File: src/rtl/operand_fetch_stage_pkg.sv
// Shared constants and the bypass-select encoding for the operand fetch stage.
package operand_fetch_stage_pkg;

    localparam int XLEN       = 32;
    localparam int REG_ADDR_W = 5;

    // Source of a resolved operand, listed in decreasing priority.
    typedef enum logic [2:0] {
        ZERO,
        EXFWD,
        MEM,
        WB,
        RF
    } bypass_sel_e;

endpackage

File: src/rtl/operand_fetch_stage_bypass_mux.sv
// Per-operand bypass selector: picks x0, an EX-stage late forward, the EX/MEM result,
// the writeback value or the register-file read, in that priority order.
module operand_bypass_mux #(
    parameter int XLEN       = operand_fetch_stage_pkg::XLEN,
    parameter int REG_ADDR_W = operand_fetch_stage_pkg::REG_ADDR_W
) (
    input  logic [REG_ADDR_W-1:0] rs,
    input  logic                  ex_fwd_en,
    input  logic [REG_ADDR_W-1:0] ex_rd,
    input  logic                  mem_fwd_en,
    input  logic [REG_ADDR_W-1:0] mem_rd,
    input  logic [XLEN-1:0]       mem_data,
    input  logic                  wb_en,
    input  logic [REG_ADDR_W-1:0] wb_addr,
    input  logic [XLEN-1:0]       wb_data,
    input  logic [XLEN-1:0]       rf_data,
    output logic [XLEN-1:0]       operand,
    output logic                  fwd_ex
);
    import operand_fetch_stage_pkg::*;

    bypass_sel_e sel;

    always_comb begin
        sel = RF;
        if (rs == '0)
            sel = ZERO;
        else if (ex_fwd_en && ex_rd == rs)
            sel = EXFWD;
        else if (mem_fwd_en && mem_rd == rs)
            sel = MEM;
        // The register file does not show a same-cycle write on its read port.
        else if (wb_en && wb_addr == rs)
            sel = WB;
    end

    always_comb begin
        // NOTE: every combinational output gets a default first so no latch is inferred.
        operand = '0;
        fwd_ex  = (sel == EXFWD);
        case (sel)
            MEM:     operand = mem_data;
            WB:      operand = wb_data;
            RF:      operand = rf_data;
            default: operand = '0;
        endcase
    end

endmodule

File: src/rtl/operand_fetch_stage.sv
// Decode-to-execute stage: drives register-file reads, bypasses operands, stalls on
// load-use hazards and registers the result into ID/EX behind a valid/ready handshake.
module operand_fetch_stage #(
    parameter int XLEN       = operand_fetch_stage_pkg::XLEN,
    parameter int REG_ADDR_W = operand_fetch_stage_pkg::REG_ADDR_W,
    parameter int COUNT_W    = 32
) (
    input  logic                  clock,
    input  logic                  resetN,
    input  logic                  flush,
    input  logic                  inValid,
    output logic                  inReady,
    input  logic [REG_ADDR_W-1:0] inRs1,
    input  logic [REG_ADDR_W-1:0] inRs2,
    input  logic [REG_ADDR_W-1:0] inRd,
    input  logic                  inRdEnable,
    input  logic                  inIsLoad,
    input  logic [XLEN-1:0]       inPc,
    input  logic [XLEN-1:0]       inImm,
    output logic [REG_ADDR_W-1:0] readAddress1,
    output logic [REG_ADDR_W-1:0] readAddress2,
    input  logic [XLEN-1:0]       readData1,
    input  logic [XLEN-1:0]       readData2,
    input  logic                  memValid,
    input  logic                  memRdEnable,
    input  logic                  memIsLoad,
    input  logic [REG_ADDR_W-1:0] memRdAddr,
    input  logic [XLEN-1:0]       memData,
    input  logic                  wbEnable,
    input  logic [REG_ADDR_W-1:0] wbAddr,
    input  logic [XLEN-1:0]       wbData,
    output logic                  outValid,
    input  logic                  outReady,
    output logic [XLEN-1:0]       outOperand1,
    output logic [XLEN-1:0]       outOperand2,
    output logic [REG_ADDR_W-1:0] outRd,
    output logic                  outRdEnable,
    output logic                  outIsLoad,
    output logic [XLEN-1:0]       outPc,
    output logic [XLEN-1:0]       outImm,
    output logic                  outFwdEx1,
    output logic                  outFwdEx2,
    output logic [COUNT_W-1:0]    bubbleCount
);
    import operand_fetch_stage_pkg::*;

    logic            advance;
    logic            hazard;
    logic            hazard1;
    logic            hazard2;
    logic            ex_alu;
    logic            ex_load;
    logic            mem_alu;
    logic            mem_load;
    logic [XLEN-1:0] operand1;
    logic [XLEN-1:0] operand2;
    logic            fwd1;
    logic            fwd2;

    assign readAddress1 = inRs1;
    assign readAddress2 = inRs2;

    assign ex_alu   = outValid && outRdEnable && !outIsLoad;
    assign ex_load  = outValid && outRdEnable && outIsLoad;
    assign mem_alu  = memValid && memRdEnable && !memIsLoad;
    assign mem_load = memValid && memRdEnable && memIsLoad;

    // A load's data exists only after MEM, so a consumer waits while it sits in ID/EX or EX/MEM.
    assign hazard1 = (inRs1 != '0) &&
                     ((ex_load && outRd == inRs1) || (mem_load && memRdAddr == inRs1));
    assign hazard2 = (inRs2 != '0) &&
                     ((ex_load && outRd == inRs2) || (mem_load && memRdAddr == inRs2));

    assign advance = !outValid || outReady;
    assign hazard  = inValid && (hazard1 || hazard2);
    assign inReady = advance && !hazard && !flush;

    operand_bypass_mux #(.XLEN(XLEN), .REG_ADDR_W(REG_ADDR_W)) u_mux1 (
        .rs         (inRs1),
        .ex_fwd_en  (ex_alu),
        .ex_rd      (outRd),
        .mem_fwd_en (mem_alu),
        .mem_rd     (memRdAddr),
        .mem_data   (memData),
        .wb_en      (wbEnable),
        .wb_addr    (wbAddr),
        .wb_data    (wbData),
        .rf_data    (readData1),
        .operand    (operand1),
        .fwd_ex     (fwd1)
    );

    operand_bypass_mux #(.XLEN(XLEN), .REG_ADDR_W(REG_ADDR_W)) u_mux2 (
        .rs         (inRs2),
        .ex_fwd_en  (ex_alu),
        .ex_rd      (outRd),
        .mem_fwd_en (mem_alu),
        .mem_rd     (memRdAddr),
        .mem_data   (memData),
        .wb_en      (wbEnable),
        .wb_addr    (wbAddr),
        .wb_data    (wbData),
        .rf_data    (readData2),
        .operand    (operand2),
        .fwd_ex     (fwd2)
    );

    // NOTE: sequential state uses non-blocking assignments so every register samples pre-edge values.
    always_ff @(posedge clock or negedge resetN) begin
        if (!resetN) begin
            outValid    <= 1'b0;
            outOperand1 <= '0;
            outOperand2 <= '0;
            outRd       <= '0;
            outRdEnable <= 1'b0;
            outIsLoad   <= 1'b0;
            outPc       <= '0;
            outImm      <= '0;
            outFwdEx1   <= 1'b0;
            outFwdEx2   <= 1'b0;
            bubbleCount <= '0;
        end else if (flush) begin
            outValid <= 1'b0;
        end else if (advance) begin
            if (inValid && !hazard) begin
                outValid    <= 1'b1;
                outOperand1 <= operand1;
                outOperand2 <= operand2;
                outRd       <= inRd;
                outRdEnable <= inRdEnable;
                outIsLoad   <= inIsLoad;
                outPc       <= inPc;
                outImm      <= inImm;
                outFwdEx1   <= fwd1;
                outFwdEx2   <= fwd2;
            end else begin
                // Bubble or empty slot; payload fields keep stale values behind outValid=0.
                outValid <= 1'b0;
                if (hazard && bubbleCount != '1)
                    bubbleCount <= bubbleCount + COUNT_W'(1);
            end
        end
    end

endmodule

File: config.mk
export PLATFORM = sky130hd
export DESIGN_NAME = operand_fetch_stage
export DESIGN_NICKNAME = d
export VERILOG_FILES = /design/src/rtl/operand_fetch_stage_pkg.sv /design/src/rtl/operand_fetch_stage_bypass_mux.sv /design/src/rtl/operand_fetch_stage.sv
export SDC_FILE = /design/constraint.sdc
export NUM_CORES = 1
export LEC_CHECK = 0
export CORE_AREA = 2 2 157 159
export CTS_BUF_LIST = sky130_fd_sc_hd__clkbuf_4 sky130_fd_sc_hd__clkbuf_8
export DETAILED_ROUTE_END_ITERATION = 10
export DIE_AREA = 0 0 159 161
export PLACE_DENSITY_LB_ADDON = 0.1
export RECOVER_POWER = 25
export SYNTH_ARGS = -nofsm -noshare
export SYNTH_HDL_FRONTEND = slang
export SYNTH_HIERARCHICAL = 1
export SYNTH_SLANG_ARGS = --single-unit
export TNS_END_PERCENT = 10
File: constraint.sdc
create_clock -name clock -period 2.8 [get_ports clock]
set_clock_uncertainty 0.05 [all_clocks]
set_input_delay 0.42 -clock clock [delete_from_list [all_inputs] [get_ports clock]]
set_output_delay 0.42 -clock clock [all_outputs]
set_load 0.01 [all_outputs]
==> flow_summary.json <==
{
  "final_net_count": 1503,
  "portBuffers": 408,
  "fp-row-count": 57,
  "dpl.hpwl_mm": 26.1,
  "rsz0062_at_grt": "false",
  "dr.pass1.iters": 5,
  "wl_per_cell_um": 21.4,
  "finalCriticalPeriod_ps": 2690,
  "maxSlewViolCount": 0,
  "cts-buffers-inserted": 17,
  "yosysSeqAreaShare": 0.427,
  "die_area_mm2": 0.0256,
  "drt-initial-drc-count": 630,
  "ioPinCount": 409,
  "grt_first_pass_wirelength_mm": 53.5,
  "grt_max_degree": 57,
  "postLayoutCoreUtil": 0.621,
  "max-clock-path-buffers": 2,
  "layout_commonest_cell": "clkdlybuf4s50_1",
  "die_x_um": 159,
  "finalSetupViolations": 0,
  "dp_slack_ps": -327,
  "setup_ws_ps": 106,
  "n_fill_cell": 2051,
  "end_kind": "output port",
  "routabilityCongestion": 0.904,
  "power_density_mw_per_mm2": 485,
  "critPathKind": "input port to output port",
  "p_leak_nw": 5.64,
  "syn_nets": 1103,
  "hold_viol": 0,
  "grt_pass1_vias": 9238,
  "period_share": 0.962,
  "arrival_ps": 2220,
  "floorplan.core_area_mm2": 0.0240,
  "relSlewSlack": 0.316,
  "cts_tree": "done",
  "vias": 8976,
  "synthDistinctLibCells": 44,
  "netlist_area_mm2": 0.00997,
  "wl_mm": 34.5,
  "status": "complete, no violations",
  "overflow": 0,
  "min_path_type": "register to register",
  "rrSetupSlack_ps": 290,
  "via_per_inst": 5.56,
  "h-tree-depth": 4,
  "final_cell_mix": "clkdlybuf4s50_1 (404), dfrtp_1 (170), mux2_2 (120)",
  "syn_area_per_cell_um2": 11.4,
  "start_util": 0.416,
  "postSynthCellCount": 874,
  "drive_above_1_share": 0.227,
  "required_ps": 2330,
  "fmax_mhz": 371,
  "clk_pin_slew_ps": 100,
  "antenna_left": 0,
  "clock-sinks": 170,
  "grtUsageTotal": 0.266,
  "irDropWorstVdd_uv": 287,
  "syn2layout_area_growth_pct": 49.3,
  "worst_setup_path_start_kind": "input port",
  "ys_ff_latch": 170,
  "drc_errors": 0,
  "yosysWarnings": 6,
  "antenna_found_initial": 3,
  "cts.root.buffer_cell": "clkbuf_8",
  "clk_latency_ps": 480,
  "die_h_um": 161,
  "crit_fanout": 4,
  "cap_violations": 0,
  "tightestPinTransition_ps": 1030
}
-- power by group --
group | total [mW] | switching (mW) | internal [mW] | leakage (nW)
Combinational | 2.33 | 0.942 | 1.39 | 3.35
Sequential | 3.03 | 0.214 | 2.81 | 2.08
Clock | 1.85 | 1.15 | 0.703 | 0.213
Total | 7.21 | 2.30 | 4.91 | 5.64
-- area by class of cell --
type	instances	area, µm²	share of cell area
Multi-Input combinational cell	613	5130	0.345
Timing Repair Buffer	471	4660	0.313
Sequential cell	170	4250	0.286
Tap cell	324	405	0.0272
Clock buffer	17	234	0.0157
Clock inverter	15	188	0.0126
Antenna cell	3	7.51	0.000504
Inverter	1	3.75	0.000252
-- sequential cells by signal (all words and copies together), names as in the netlist --
register / count
bubbleCount: 32
outFwdEx1: 1
outFwdEx2: 1
outImm: 32
outIsLoad: 1
outOperand1: 32
outOperand2: 32
outPc: 32
outRd: 5
outRdEnable: 1
outValid: 1
-- synthesized netlist by cell type (all sizes together) --
cell type / number / area, µm²
nand3: 21 / 105
and4: 6 / 52.6
and3b: 1 / 8.76
nor4: 10 / 62.6
a311oi: 64 / 936
dfrtp: 170 / 4250
o21a: 1 / 8.76
a21oi: 2 / 10.0
nand4bb: 1 / 11.3
a22oi: 2 / 15.0
or4: 11 / 86.3
nor3: 70 / 362
a211oi: 2 / 15.0
a31o: 2 / 17.5
xor2: 33 / 289
xnor2: 47 / 427
mux2: 139 / 1570
buf: 58 / 492
and2: 2 / 12.5
nand2: 23 / 86.3
ha: 1 / 12.5
inv: 1 / 3.75
o211ai: 1 / 7.51
and3: 10 / 62.6
nor2: 13 / 48.8
nor4bb: 1 / 10.0
nand4: 77 / 494
nand3b: 1 / 7.51
o21ai: 65 / 325
nand2b: 3 / 18.8
or3: 2 / 12.5
or2: 2 / 12.5
clkbuf: 32 / 135
-- per-layer routing --
metal / GRT usage / part of all wire / wire, µm
met5: 0 / 0.00052 / 18
met4: 0.0868 / 0.026 / 903
met3: 0.0655 / 0.069 / 2380
met2: 0.444 / 0.49 / 16800
met1: 0.340 / 0.42 / 14400
-- final timing paths --
check / start / to / cells past startpoint
max in group asynchronous: resetN / bubbleCount[12] / 3
min reg2reg: outPc[15] / outPc[15] / 1
min in group asynchronous: resetN / outOperand2[9] / 2
max: memRdAddr[4] / inReady / 7
max reg2reg: outRd[4] / bubbleCount[31] / 7
min: outPc[15] / outPc[15] / 1
-- cell families after synthesis --
| group | share of synthesized area |
|---|---|
| flops | 0.427 |
| simple gates | 0.146 |
| buf+inv | 0.0633 |
| compound gates | 0.134 |
| fa+ha+maj | 0.00126 |
| xor+xnor | 0.0718 |
| mux | 0.157 |
-- through the flow --
| stage | std cells | hold slack, ps | cell area, µm² | TNS [ps] | power [mW] |
|---|---|---|---|---|---|
| floorplan | 874 | 74.4 | 9970 | 0 | 3.98 |
| global placement | 1577 | 309 | 14500 | -7870 | 5.39 |
| detailed placement | 1577 | 304 | 14500 | -6950 | 5.42 |
| CTS | 1611 | 347 | 14900 | 0 | 7.30 |
| global route | 1612 | 456 | 14900 | 0 | 7.55 |
| finish | 1614 | 451 | 14900 | 0 | 7.21 |
-- worst max-delay path: stages --
cell and delay [ps]:
clkdlybuf4s50_1 550, xor2_1 200, nor4_1 290, a22oi_1 170, o21ai_2 200, a21oi_2 90
dlygate4sd2_1 300
-- timing repair --
| action | CTS | global route |
|---|---|---|
| hold buffers | 1 | 0 |
| gates resized for setup | 5 | 1 |
| endpoints found under the hold margin | 36 | 0 |
| buffers inserted | 1 | 0 |
| pin swaps | 1 | 2 |
| endpoints found under the setup margin | 1 | 1 |
| cloned | 0 | 0 |
No activity file was read; power rests on OpenSTA's default activity.
